## src/rtl/darkriscv_ifetch_pkg.sv

```systemverilog
// ============================================================================
// darkriscv_ifetch_pkg
// Shared types and constants for the darkriscv instruction fetch unit.
// Revision: 1.0
// ============================================================================
`timescale 1ns/1ps
`default_nettype none

package darkriscv_ifetch_pkg;

  localparam logic [31:0] c_RESET_PC = 32'h0000_0000;

  typedef enum logic [1:0] {
    IF_IDLE  = 2'd0,
    IF_REQ   = 2'd1,
    IF_DRAIN = 2'd2
  } if_state_t;

  typedef struct packed {
    logic [31:0] pc;
    logic [31:0] instr;
  } if_entry_t;

  function automatic logic [31:0] word_align(input logic [31:0] a);
    return {a[31:2], 2'b00};
  endfunction

endpackage

`default_nettype wire

```

## src/rtl/darkriscv_fifo.sv

```systemverilog
// ============================================================================
// darkriscv_fifo
// Synchronous FIFO with flush, registered storage and occupancy count.
// Revision: 1.0
// ============================================================================
`timescale 1ns/1ps
`default_nettype none

module darkriscv_fifo #(
  parameter int WIDTH = 64,
  parameter int DEPTH = 4
) (
  input  logic                       CLK,
  input  logic                       RES,
  input  logic                       FLUSH,
  input  logic                       PUSH,
  input  logic [WIDTH-1:0]           PUSH_DATA,
  input  logic                       POP,
  output logic [WIDTH-1:0]           HEAD,
  output logic                       FULL,
  output logic                       EMPTY,
  output logic [$clog2(DEPTH):0]     COUNT
);

  localparam int AW = $clog2(DEPTH);
  localparam int CW = AW + 1;

  logic [WIDTH-1:0] r_mem [DEPTH];
  logic [AW-1:0]    r_wr;
  logic [AW-1:0]    r_rd;
  logic [CW-1:0]    r_count;
  logic             w_push;
  logic             w_pop;

  assign FULL   = (r_count == CW'(DEPTH));
  assign EMPTY  = (r_count == '0);
  assign COUNT  = r_count;
  assign HEAD   = r_mem[r_rd];

  // Push while full is accepted only when a pop frees the slot this cycle.
  assign w_push = PUSH && (!FULL || POP);
  assign w_pop  = POP && !EMPTY;

  always_ff @(posedge CLK) begin
    if (RES || FLUSH) begin
      r_wr    <= '0;
      r_rd    <= '0;
      r_count <= '0;
    end else begin
      if (w_push) r_wr <= r_wr + AW'(1);
      if (w_pop)  r_rd <= r_rd + AW'(1);
      r_count <= r_count + CW'(w_push) - CW'(w_pop);
    end
  end

  always_ff @(posedge CLK) begin
    if (w_push && !RES && !FLUSH) r_mem[r_wr] <= PUSH_DATA;
  end

endmodule

`default_nettype wire

```

## src/rtl/darkriscv_ifetch.sv

```systemverilog
// ============================================================================
// darkriscv_ifetch
// Instruction fetch unit: sequential word fetch, prefetch FIFO, redirect.
// Revision: 1.0
// ============================================================================
`timescale 1ns/1ps
`default_nettype none

module darkriscv_ifetch
  import darkriscv_ifetch_pkg::*;
#(
  parameter int          FIFO_DEPTH = 4,
  parameter logic [31:0] RESET_ADDR = c_RESET_PC
) (
  input  logic        CLK,
  input  logic        RES,
  output logic        MEM_REQ,
  output logic [31:0] MEM_ADDR,
  input  logic        MEM_ACK,
  input  logic [31:0] MEM_RDATA,
  output logic        INSTR_VALID,
  output logic [31:0] INSTR,
  output logic [31:0] INSTR_PC,
  input  logic        INSTR_READY,
  input  logic        REDIR,
  input  logic [31:0] REDIR_PC
);

  localparam int CW = $clog2(FIFO_DEPTH) + 1;

  if_state_t   r_state;
  if_state_t   w_state_nxt;
  logic [31:0] r_fetch_pc;
  logic [31:0] w_fetch_pc_nxt;
  logic [31:0] r_target;
  logic [31:0] w_target_nxt;
  logic [31:0] w_redir_pc;

  if_entry_t   w_push_entry;
  if_entry_t   w_head;
  logic        w_full;
  logic        w_empty;
  logic [CW-1:0] w_count;
  logic [CW:0]   w_count_nxt;
  logic        w_push;
  logic        w_pop;
  logic        w_has_room;

  assign w_redir_pc   = word_align(REDIR_PC);
  assign w_push_entry = '{pc: r_fetch_pc, instr: MEM_RDATA};

  // A redirect squashes both the same-cycle ack and the same-cycle pop.
  assign w_push = (r_state == IF_REQ) && MEM_ACK && !REDIR && (!w_full || w_pop);
  assign w_pop  = !w_empty && INSTR_READY && !REDIR;

  assign w_count_nxt = REDIR ? '0
                     : ({1'b0, w_count} + (CW+1)'(w_push) - (CW+1)'(w_pop));
  assign w_has_room  = (w_count_nxt < (CW+1)'(FIFO_DEPTH));

  darkriscv_fifo #(
    .WIDTH (64),
    .DEPTH (FIFO_DEPTH)
  ) u_fifo (
    .CLK       (CLK),
    .RES       (RES),
    .FLUSH     (REDIR),
    .PUSH      (w_push),
    .PUSH_DATA (w_push_entry),
    .POP       (w_pop),
    .HEAD      (w_head),
    .FULL      (w_full),
    .EMPTY     (w_empty),
    .COUNT     (w_count)
  );

  always_comb begin
    w_state_nxt    = r_state;
    w_fetch_pc_nxt = r_fetch_pc;
    w_target_nxt   = r_target;
    if (REDIR) begin
      // An un-acked request must still complete on its old address.
      if ((r_state != IF_IDLE) && !MEM_ACK) begin
        w_state_nxt  = IF_DRAIN;
        w_target_nxt = w_redir_pc;
      end else begin
        w_state_nxt    = IF_REQ;
        w_fetch_pc_nxt = w_redir_pc;
      end
    end else begin
      case (r_state)
        IF_IDLE: begin
          if (w_has_room) w_state_nxt = IF_REQ;
        end
        IF_REQ: begin
          if (MEM_ACK) begin
            w_fetch_pc_nxt = r_fetch_pc + 32'd4;
            w_state_nxt    = w_has_room ? IF_REQ : IF_IDLE;
          end
        end
        IF_DRAIN: begin
          if (MEM_ACK) begin
            w_fetch_pc_nxt = r_target;
            w_state_nxt    = IF_REQ;
          end
        end
        default: w_state_nxt = IF_IDLE;
      endcase
    end
  end

  always_ff @(posedge CLK) begin
    if (RES) begin
      r_state    <= IF_IDLE;
      r_fetch_pc <= word_align(RESET_ADDR);
      r_target   <= word_align(RESET_ADDR);
    end else begin
      r_state    <= w_state_nxt;
      r_fetch_pc <= w_fetch_pc_nxt;
      r_target   <= w_target_nxt;
    end
  end

  assign MEM_REQ     = (r_state != IF_IDLE);
  assign MEM_ADDR    = r_fetch_pc;
  assign INSTR_VALID = !w_empty;
  assign INSTR       = w_empty ? 32'h0 : w_head.instr;
  assign INSTR_PC    = w_empty ? 32'h0 : w_head.pc;

endmodule

`default_nettype wire

```

## config.mk

```make
export PLATFORM = sky130hd
export DESIGN_NAME = darkriscv_ifetch
export DESIGN_NICKNAME = d
export VERILOG_FILES = /design/src/rtl/darkriscv_ifetch_pkg.sv /design/src/rtl/darkriscv_fifo.sv /design/src/rtl/darkriscv_ifetch.sv
export SDC_FILE = /design/constraint.sdc
export NUM_CORES = 1
export LEC_CHECK = 0
export BUFFER_PORTS_ARGS = -buffer_cell sky130_fd_sc_hd__clkbuf_2
export CORE_UTILIZATION = 30
export DETAILED_ROUTE_END_ITERATION = 16
export PLACE_DENSITY_LB_ADDON = 0.15
export SLEW_MARGIN = 0
export SYNTH_ARGS = -nofsm -noshare
export SYNTH_HDL_FRONTEND = slang
export SYNTH_SLANG_ARGS = --single-unit
```

## constraint.sdc

```tcl
create_clock -name CLK -period 4.3 [get_ports CLK]
set_input_delay 0.215 -clock CLK [delete_from_list [all_inputs] [get_ports CLK]]
set_output_delay 0.215 -clock CLK [all_outputs]
set_load 0.02 [all_outputs]
```

==> impl_metrics.py <==
metrics = {
    "grt": {
        "grt_antenna_before_repair": 0,
        "grt_pass1_vias": 8546,
        "grtUsageTotal_pct": 15.7,
        "grt-ovfl-total": 0,
        "grt_pass1_wl_um": 53000,
        "grt_max_degree": 67,
    },
    "drt": {
        "drc": 0,
        "via_per_inst": 4.80,
        "drtAntennaViolNets": 0,
        "routed_wl_um": 35200,
        "wl_per_cell_um": 19.7,
        "drtPass1Iterations": 4,
        "first_iter_violations": 532,
        "via_count": 8565,
    },
    "die": {
        "start_util_pct": 30.3,
        "design.portCount": 167,
        "rows": 77,
        "coreArea_mm2": 0.0441,
        "die_y_um": 213,
        "die_w_um": 213,
        "die-area_mm2": 0.0455,
    },
    "logic_synthesis": {
        "synth_area_leaders": "edfxtp_1 (56%), dfxtp_1 (11%), mux4_2 (10%)",
        "synth_cell_types": 62,
        "ys.warnings.count": 0,
        "ys_seq_area_share_pct": 66.3,
        "yosys.area.top_type": "edfxtp_1",
        "synth_area_mm2": 0.0134,
        "yosysTopAreaCellShare_pct": 55.6,
        "synth_edf_count": 248,
        "ys_seq_elements": 319,
        "async_flop_share_pct": 0,
        "avgSynthCellArea_um2": 14.2,
        "synth_ff_type": "edfxtp_1",
        "synthCells": 943,
    },
    "power": {
        "powerDensity_mw_per_mm2": 423,
        "power.total_mw": 7.07,
        "power.leakage_nw": 5.71,
        "vdd_drop_max_v": 0.000274,
    },
    "place": {
        "post_dp_cell_area_mm2": 0.0149,
        "gp_congestion": 0.731,
        "dpl.cell_count": 1652,
        "port_buffers": 160,
        "dp_hpwl_um": 21400,
    },
    "critical_path": {
        "path_max_fanout": 39,
        "rr_startpoint": "r_state[0]$_SDFFE_PP0P_",
        "slowest_delay_ns": 0.89,
        "reg2reg_to": "u_fifo.r_mem[0][46]$_DFFE_PP_",
        "rr_worst_depth": 5,
        "reg2reg_slack_ns": 1.47,
        "path_buf_inv": 2,
        "required_ns": 4.09,
        "crit_chain": "buf_4 > mux4_2 > nor2b_1 > clkbuf_2",
        "critPathTopFamily": "flip-flops",
        "cp-start-kind": "flop",
        "crit_slowest_cell": "dfxtp_4",
        "crit_type": "flop to output pin",
        "end_kind": "output pin",
        "cp.arrival_ns": 2.76,
    },
    "sta": {
        "relSlewSlack_pct": 40.9,
        "post-route-min-period_ns": 2.97,
        "setup_viol": 0,
        "tightest_slew_ns": 0.887,
        "finClkSkew_ns": 0.0184,
        "drv_slew": 0,
        "setup-tns-final_ns": 0,
        "period_share_pct": 69.2,
        "fmax_ghz": 0.336,
        "rsz0062_at_grt": "false",
        "hold_viol": 0,
    },
    "layout": {
        "antenna_cells": 0,
        "area_growth_pct": 24.9,
        "stdcell_area_mm2": 0.0167,
        "fin_nets": 1244,
        "drive_gt1_share_pct": 25.8,
        "final_common_cell": "edfxtp_1",
        "final_cell_mix": "edfxtp_1 (248), clkbuf_2 (160), nand2_1 (99)",
        "final_util_pct": 37.9,
        "fin_cells": 1784,
        "num-fill-cells": 4325,
    },
    "job": {
        "cap_violations": 0,
    },
    "worst_hold_path": {
        "holdPathStages": 3,
        "min_to": "r_state[1]$_SDFFE_PP0P_",
        "min_from": "REDIR",
        "hold_path.class": "input port to flop",
    },
    "clock_tree": {
        "cts_root_buffer": "clkbuf_16",
        "path_clk_slew_ns": 0.06,
        "cts_buffer_depth": 3,
        "clock_latency_ns": 0.55,
        "cts_setup_buffers": 0,
        "cts_made_buffers": 39,
        "cts_tree": "done",
        "cts.sinks": 319,
        "htreeDepth": 2,
        "cts_resized": 0,
    },
    "run_status": {
        "status": "complete, no violations",
    },
}
-- worst max path at each step --
stage,depth (start not counted),to,from
after floorplan,6,u_fifo.r_mem[0][0]$_DFFE_PP_,r_state[0]$_SDFFE_PP0P_
after global placement,5,u_fifo.r_mem[3][62]$_DFFE_PP_,r_state[0]$_SDFFE_PP0P_
after detailed placement,5,u_fifo.r_mem[3][62]$_DFFE_PP_,r_state[0]$_SDFFE_PP0P_
after CTS,4,INSTR[2],flop
after global routing,4,INSTR[2],flop
final,4,INSTR[4],flop
-- report_power, final --
group	internal [mW]	leakage, nW	switching [mW]
Combinational	0.185	2.31	0.280
Sequential	3.39	2.82	0.102
Clock	1.85	0.584	1.27
-- final cells by class --
class,instances,area (um2),area share (%)
clock inverter,17,108,0.644
sequential,319,8880,53.1
tap,592,741,4.43
clock buffer,52,1100,6.57
inverter,16,60.1,0.359
multi-input combinational,545,4220,25.2
timing repair buffer,243,1620,9.68
-- what timing repair did --
action / in CTS / in global routing
hold buffers: 63 / 0
setup endpoints to repair: 0 / 0
endpoints found under the hold margin: 159 / 0
-- worst min-delay path: cells and delay by family --
kind | cells | cell delay, ns
AO/OA/AOI/OAI | 1 | 0.07
buffers and inverters | 1 | 0.18
AND/OR/NAND/NOR | 1 | 0.12
-- per-layer routing --
metal  share of wire [%]  track usage, %
met5                   0               0
met4                 2.1            4.31
met3                 5.3            3.72
met2                  47            25.5
met1                  45            20.9
-- flip-flops by register name (all words and copies together), names as in the netlist, named ones only --
name          flops
u_fifo.r_mem    248
MEM_ADDR         30
r_target         30
u_fifo.COUNT      3
r_state           2
u_fifo.r_rd       2
u_fifo.r_wr       2
-- logic make-up after synthesis --
family,count (synthesis),share of synthesized area (%)
AO/OA/AOI/OAI,146,6.98
AND/OR/NAND/NOR,305,11.5
multiplexers,67,10.8
buffers and inverters,82,2.57
adder cells (fa/ha/maj),11,1.08
XOR/XNOR,12,0.785
other,1,0.0280
flip-flops,319,66.3
-- through the flow --
stage	setup slack, ns	hold WS [ns]
global placement	1.47	0.438
CTS	1.17	0.0703
global route	1.09	0.123
floorplan	1.09	0.293
finish	1.33	0.0875
detailed placement	1.42	0.441
-- cell usage after synthesis (all sizes together) (13+ instances only) --
master and count:
edfxtp 248, nand2 100, dfxtp 71, nor2b 63, mux4 62, a21oi 60
nor2 51, clkbuf 43, buf 23, o21ai 19, nand3 17, nor3 16
inv 15, a211oi 14, nand4 13
Power figures use the tool's default switching activity.
